==> config.mk <==
export PLATFORM = sky130hd
export DESIGN_NAME = isa_test_monitor
export DESIGN_NICKNAME = d
export VERILOG_FILES = /design/src/rtl/isa_mon_pkg.sv /design/src/rtl/sync_fifo.sv /design/src/rtl/isa_test_monitor.sv
export SDC_FILE = /design/constraint.sdc
export NUM_CORES = 1
export LEC_CHECK = 0
export CORE_AREA = 4 4 138 140
export CTS_CLUSTER_DIAMETER = 30
export CTS_CLUSTER_SIZE = 8
export DETAILED_ROUTE_END_ITERATION = 10
export DIE_AREA = 0 0 142 144
export DONT_BUFFER_PORTS = 1
export PLACE_DENSITY = 0.77
export SLEW_MARGIN = 25
export SYNTH_ARGS = -nofsm -noshare
export SYNTH_HDL_FRONTEND = slang
export SYNTH_SLANG_ARGS = --single-unit
==> constraint.sdc <==
create_clock -name i_clk -period 2.6 [get_ports i_clk]
set_clock_uncertainty 0.15 [all_clocks]
set_input_delay 0.39 -clock i_clk [delete_from_list [all_inputs] [get_ports i_clk]]
set_output_delay 0.39 -clock i_clk [all_outputs]
set_load 0.005 [all_outputs]
==> src/rtl/isa_mon_pkg.sv <==
// +--------------------------------------------------------------------------+
// | isa_mon_pkg : shared types for the ISA-test console monitor   Rev 1.0    |
// +--------------------------------------------------------------------------+
`default_nettype none

package isa_mon_pkg;

  localparam int c_pc_w = 32;

  typedef enum logic [1:0] {
    MON_IDLE    = 2'd0,
    MON_RUN     = 2'd1,
    MON_DONE    = 2'd2,
    MON_TIMEOUT = 2'd3
  } mon_state_e;

endpackage

`default_nettype wire

==> src/rtl/sync_fifo.sv <==
// +--------------------------------------------------------------------------+
// | sync_fifo : single-clock FIFO with registered storage         Rev 1.0    |
// +--------------------------------------------------------------------------+
`default_nettype none

module sync_fifo #(
  parameter int WIDTH = 8,
  parameter int DEPTH = 16
) (
  input  logic             i_clk,
  input  logic             i_reset,
  input  logic             i_push,
  input  logic [WIDTH-1:0] i_data,
  input  logic             i_pop,
  output logic             o_full,
  output logic             o_empty,
  output logic [WIDTH-1:0] o_head
);

  localparam int c_aw = $clog2(DEPTH);

  logic [c_aw:0]      r_wr_ptr;
  logic [c_aw:0]      r_rd_ptr;
  logic [WIDTH-1:0]   r_mem [DEPTH];
  logic               w_do_push;
  logic               w_do_pop;

  // The extra pointer MSB separates full (MSBs differ) from empty (all equal).
  assign o_empty   = (r_wr_ptr == r_rd_ptr);
  assign o_full    = (r_wr_ptr[c_aw] != r_rd_ptr[c_aw]) &&
                     (r_wr_ptr[c_aw-1:0] == r_rd_ptr[c_aw-1:0]);
  assign w_do_pop  = i_pop && !o_empty;
  assign w_do_push = i_push && (!o_full || w_do_pop);
  assign o_head    = o_empty ? '0 : r_mem[r_rd_ptr[c_aw-1:0]];

  always_ff @(posedge i_clk) begin
    if (i_reset) begin
      r_wr_ptr <= '0;
      r_rd_ptr <= '0;
    end else begin
      if (w_do_push) r_wr_ptr <= r_wr_ptr + 1'b1;
      if (w_do_pop)  r_rd_ptr <= r_rd_ptr + 1'b1;
    end
  end

  always_ff @(posedge i_clk) begin
    if (w_do_push) r_mem[r_wr_ptr[c_aw-1:0]] <= i_data;
  end

endmodule

`default_nettype wire

==> src/rtl/isa_test_monitor.sv <==
// +--------------------------------------------------------------------------+
// | isa_test_monitor : PC-triggered console capture, end/timeout flags Rev 1.0|
// +--------------------------------------------------------------------------+
`default_nettype none

module isa_test_monitor
  import isa_mon_pkg::*;
#(
  parameter logic [31:0] PRINT_PC    = 32'h14,
  parameter logic [31:0] END_PC      = 32'h1C,
  parameter int          CHAR_W      = 8,
  parameter int          FIFO_DEPTH  = 16,
  parameter int          TIMEOUT_CYC = 1_000_000,
  parameter int          CNT_W       = 32
) (
  input  logic              i_clk,
  input  logic              i_reset,
  input  logic              i_enable,
  input  logic [31:0]       o_pc_debug,
  input  logic [31:0]       o_io_ledr,
  output logic [CHAR_W-1:0] o_char,
  output logic              o_char_valid,
  input  logic              i_char_ready,
  output logic              o_done,
  output logic              o_timeout,
  output logic              o_overflow,
  output logic [CNT_W-1:0]  o_cycle_count,
  output logic [CNT_W-1:0]  o_char_count
);

  localparam logic [CNT_W-1:0] c_timeout_last = CNT_W'(TIMEOUT_CYC - 1);

  mon_state_e         r_state;
  logic               r_done;
  logic               r_timeout;
  logic               r_overflow;
  logic [CNT_W-1:0]   r_cycle_count;
  logic [CNT_W-1:0]   r_char_count;

  logic               w_in_run;
  logic               w_end_hit;
  logic               w_wd_expire;
  logic               w_push_req;
  logic               w_pop;
  logic               w_accept;
  logic               w_full;
  logic               w_empty;

  assign w_in_run    = (r_state == MON_RUN);
  assign w_end_hit   = (o_pc_debug == END_PC);
  assign w_wd_expire = (TIMEOUT_CYC != 0) && (r_cycle_count == c_timeout_last);
  assign w_push_req  = w_in_run && (o_pc_debug == PRINT_PC);
  assign w_pop       = !w_empty && i_char_ready;
  // A full FIFO still takes a character when the sink frees a slot this cycle.
  assign w_accept    = w_push_req && (!w_full || w_pop);

  sync_fifo #(
    .WIDTH (CHAR_W),
    .DEPTH (FIFO_DEPTH)
  ) u_fifo (
    .i_clk   (i_clk),
    .i_reset (i_reset),
    .i_push  (w_accept),
    .i_data  (o_io_ledr[CHAR_W-1:0]),
    .i_pop   (w_pop),
    .o_full  (w_full),
    .o_empty (w_empty),
    .o_head  (o_char)
  );

  generate
    if (CHAR_W < 32) begin : g_ledr_unused
      logic w_unused_ledr;
      assign w_unused_ledr = ^o_io_ledr[31:CHAR_W];
    end
  endgenerate

  always_ff @(posedge i_clk) begin
    if (i_reset) begin
      r_state       <= MON_IDLE;
      r_done        <= 1'b0;
      r_timeout     <= 1'b0;
      r_overflow    <= 1'b0;
      r_cycle_count <= '0;
      r_char_count  <= '0;
    end else begin
      case (r_state)
        MON_IDLE: begin
          if (i_enable) r_state <= MON_RUN;
        end
        MON_RUN: begin
          if (r_cycle_count != '1) r_cycle_count <= r_cycle_count + 1'b1;
          // End of test wins over a watchdog expiring on the same cycle.
          if (w_end_hit) begin
            r_state <= MON_DONE;
            r_done  <= 1'b1;
          end else if (w_wd_expire) begin
            r_state   <= MON_TIMEOUT;
            r_timeout <= 1'b1;
          end
        end
        default: begin
          r_state <= r_state;
        end
      endcase
      if (w_accept && (r_char_count != '1)) r_char_count <= r_char_count + 1'b1;
      if (w_push_req && !w_accept)          r_overflow   <= 1'b1;
    end
  end

  assign o_char_valid  = !w_empty;
  assign o_done        = r_done;
  assign o_timeout     = r_timeout;
  assign o_overflow    = r_overflow;
  assign o_cycle_count = r_cycle_count;
  assign o_char_count  = r_char_count;

endmodule

`default_nettype wire
==> impl_metrics.env <==
export IMPL_async_reset_ff_share_pct=0
export IMPL_wl_per_cell_um=22.25
export IMPL_final_core_util_pct=63.77
export IMPL_synth_top_family_by_area="simple AND/OR/NAND/NOR gates"
export IMPL_min_path_type="in -> reg"
export IMPL_hpwl_mm=14.38
export IMPL_drt_wl_total_mm=23.14
export IMPL_netlist_instances=724
export IMPL_gr_total_overflow=0
export IMPL_crit_type="reg -> out"
export IMPL_end_kind="output pin"
export IMPL_synth_cell_types=52
export IMPL_layout_drive_gt1_share_pct=21.36
export IMPL_ys_warn_count=0
export IMPL_cts_root_buf="clkbuf_16"
export IMPL_hp_start="i_reset"
export IMPL_cts_htree_levels=2
export IMPL_drtIter0Drc=571
export IMPL_antenna_found_initial=0
export IMPL_max_freq_ghz=0.3494
export IMPL_r2r_start="r_state[1]"
export IMPL_synth_compound_area_share_pct=9.200
export IMPL_vias=6654
export IMPL_clock_sinks=211
export IMPL_rsz0062_at_grt="true"
export IMPL_status="complete, but fails checks"
export IMPL_cts_tree="built"
export IMPL_grt_first_pass_wirelength_mm=36.50
export IMPL_worstPathArrival_ns=2.32
export IMPL_rows=49
export IMPL_dieArea_um2=20450
export IMPL_synth_edff_count=128
export IMPL_worst_setup_path_start_kind="flop"
export IMPL_synth_mux_area_share_pct=10.38
export IMPL_core_area_um2=17840
export IMPL_vdd_drop_max_mv=0.6333
export IMPL_hold_viol_final=0
export IMPL_cp_data_required_time_ns=2.06
export IMPL_min_period_ns=2.862
export IMPL_setup_viol=8
export IMPL_hold_depth=2
export IMPL_clk_latency_ns=0.52
export IMPL_ios=144
export IMPL_fillers=1292
export IMPL_gp_congestion=0.8786
export IMPL_synth_simple_area_share_pct=16.45
export IMPL_clk_pin_slew_ns=0.04
export IMPL_fin_nets=857
export IMPL_whs_endpoint="o_char_count[8]"
export IMPL_ys_flop_type="edfxtp_1"
export IMPL_grt_max_degree=84
export IMPL_portBuffers=0
export IMPL_grt_pass1_vias=6842
export IMPL_die_w_um=142
export IMPL_maxSlewViolCount=0
export IMPL_syn_area_um2=9303
export IMPL_cpPeakStageDelay_ns=0.51
export IMPL_yosysSeqAreaShare_pct=59.18
export IMPL_reg2regPathDepth=6
export IMPL_syn_avg_cell_area_um2=12.85
export IMPL_r2r_end="u_fifo.r_mem[1][5]"
export IMPL_start_util_pct=52.14
export IMPL_cts_max_path_buffers=3
export IMPL_total_leakage_power_nw=3.617
export IMPL_tightest_slew_ns=0.6006
export IMPL_cpMostUsedCell="mux4_2"
export IMPL_relSlewSlack_pct=59.83
export IMPL_dr_pass1_iters=5
export IMPL_synthToLayoutAreaGrowth_pct=22.30
export IMPL_ys_seq_elements=211
export IMPL_pwr_density_cell_nw_per_um2=800.5
export IMPL_cp_slowest_cell="mux4_2"
export IMPL_crit_fanout=10
export IMPL_violations="setup timing"
export IMPL_cts_buffers=41
export IMPL_fp_dieH_um=144
export IMPL_grtUsageTotal_pct=22.78
export IMPL_drv_cap=0
export IMPL_drc=0
export IMPL_syn_nets=799
export IMPL_vias_per_cell=6.398
export IMPL_setup_ws_ns=-0.2623
export IMPL_crit_chain="buf_12 > mux4_2 > mux4_2 > nor2b_1"
export IMPL_synth_xor_area_share_pct=1.412
export IMPL_fin_crit_sh_pct=110.1
export IMPL_ant_nets=0
export IMPL_yosys_area_share_adder_pct=0.9415
export IMPL_tns_ns=-1.958
export IMPL_r2r_setup_slack_ns=0.18
registers in the layout, summed over array words and instances (netlist names), named ones only:
name             cells
o_char_count        32
u_fifo.r_rd_ptr      5
o_overflow           1
u_fifo.r_wr_ptr      5
o_done               1
r_state              2
o_timeout            1
u_fifo.r_mem       128
o_cycle_count       32
layout by cell type (no fill, tap or decap), types with 23 or more instances in the layout:
cell type	Yosys	final
a21oi_1	62	62
buf_4	3	36
clkbuf_16	0	41
dfxtp_1	83	82
edfxtp_1	128	128
mux4_2	40	40
nand2_1	38	38
nand3_1	26	26
nand4_1	24	24
nor2_1	42	42
o21ai_0	23	23
o31ai_1	36	36
or3_1	23	23
or4_1	36	36
layer usage:
layer / up-vias / wire length [um] / GRT usage (%)
met5: - / 0 / 0
met4: 0 / 718 / 8.687
met3: 64 / 1796 / 6.316
met2: 303 / 11610 / 37.57
met1: 3278 / 9018 / 28.88
li1: 3009 / - / -
how the worst max path moves through the flow:
stage	from	endpoint
4_1_cts	flop	o_char[3]
3_5_place_dp	o_pc_debug[9]	u_fifo.r_mem[0][6]
2_1_floorplan	o_pc_debug[9]	u_fifo.r_mem[0][0]
6_report	flop	o_char[0]
5_1_grt	flop	o_char[3]
3_3_place_gp	o_pc_debug[9]	u_fifo.r_mem[12][1]
cell families after synthesis:
group,count (synthesis)
buffers and inverters,48
AND/OR/NAND/NOR,261
flip-flops,211
AO/OA/AOI/OAI,136
XOR/XNOR,15
adder cells (fa/ha/maj),7
multiplexers,46
report_power, final:
group          internal [mW]  leakage (nW)  switching (mW)
registers               3.56          1.82         0.00474
clock network           3.76         0.696            1.69
logic                 0.0299          1.10          0.0719
total                   7.34          3.62            1.76
per-stage QoR:
stage               cells  worst slack (ns)  total power [mW]  hold slack [ns]  area [um^2]
floorplan             724           0.06220             3.669           0.2921         9303
global placement      956            0.1555             3.660           0.3163         9756
detailed placement    956            0.1101             3.663           0.3203         9756
CTS                  1039           -0.2822             9.165         0.003825        11370
global route         1039           -0.3349             9.382          0.02105        11370
finish               1040           -0.2623             9.108          0.02184        11380
timing repair:
item	in CTS	in global routing
hold buffers	10	0
buffers inserted	1	0
endpoints found under the setup margin	8	8
hold endpoints to repair	211	0
gates cloned	1	0
resized for setup	13	0
pin swaps	0	0
critical path: cells and delay by family (launching register included):
kind	cells	cell delay, ns
buf+inv	1	0.18
flops	1	0.44
mux	2	1.01
simple gates	1	0.17
synth_stat cells, types with 12 or more instances:
master	n	area (um^2)
nand2_1	38	142.6
nor2_1	42	157.7
or4_1	36	270.3
edfxtp_1	128	3844
a21oi_1	62	310.3
nor4_1	14	87.58
nand4_1	24	150.1
nor2b_1	12	75.07
o31ai_1	36	270.3
or3_1	23	143.9
dfxtp_1	83	1662
mux4_2	40	900.9
o21ai_0	23	115.1
nand3_1	26	130.1
clkbuf_1	19	71.32
final cells by class:
cell class              count  area [um^2]  area share (%)
flip-flops and latches    211         5509           48.42
multi-input cells         465         3608           31.72
clock buffers              50         1090           9.579
repair buffers             52        506.7           4.454
clock inverters            21        332.8           2.925
well taps                 229        286.5           2.518
inverters                  11        41.29          0.3629
diodes                      1        2.502         0.02199
Note: power is estimated with default switching activity, not from simulation.
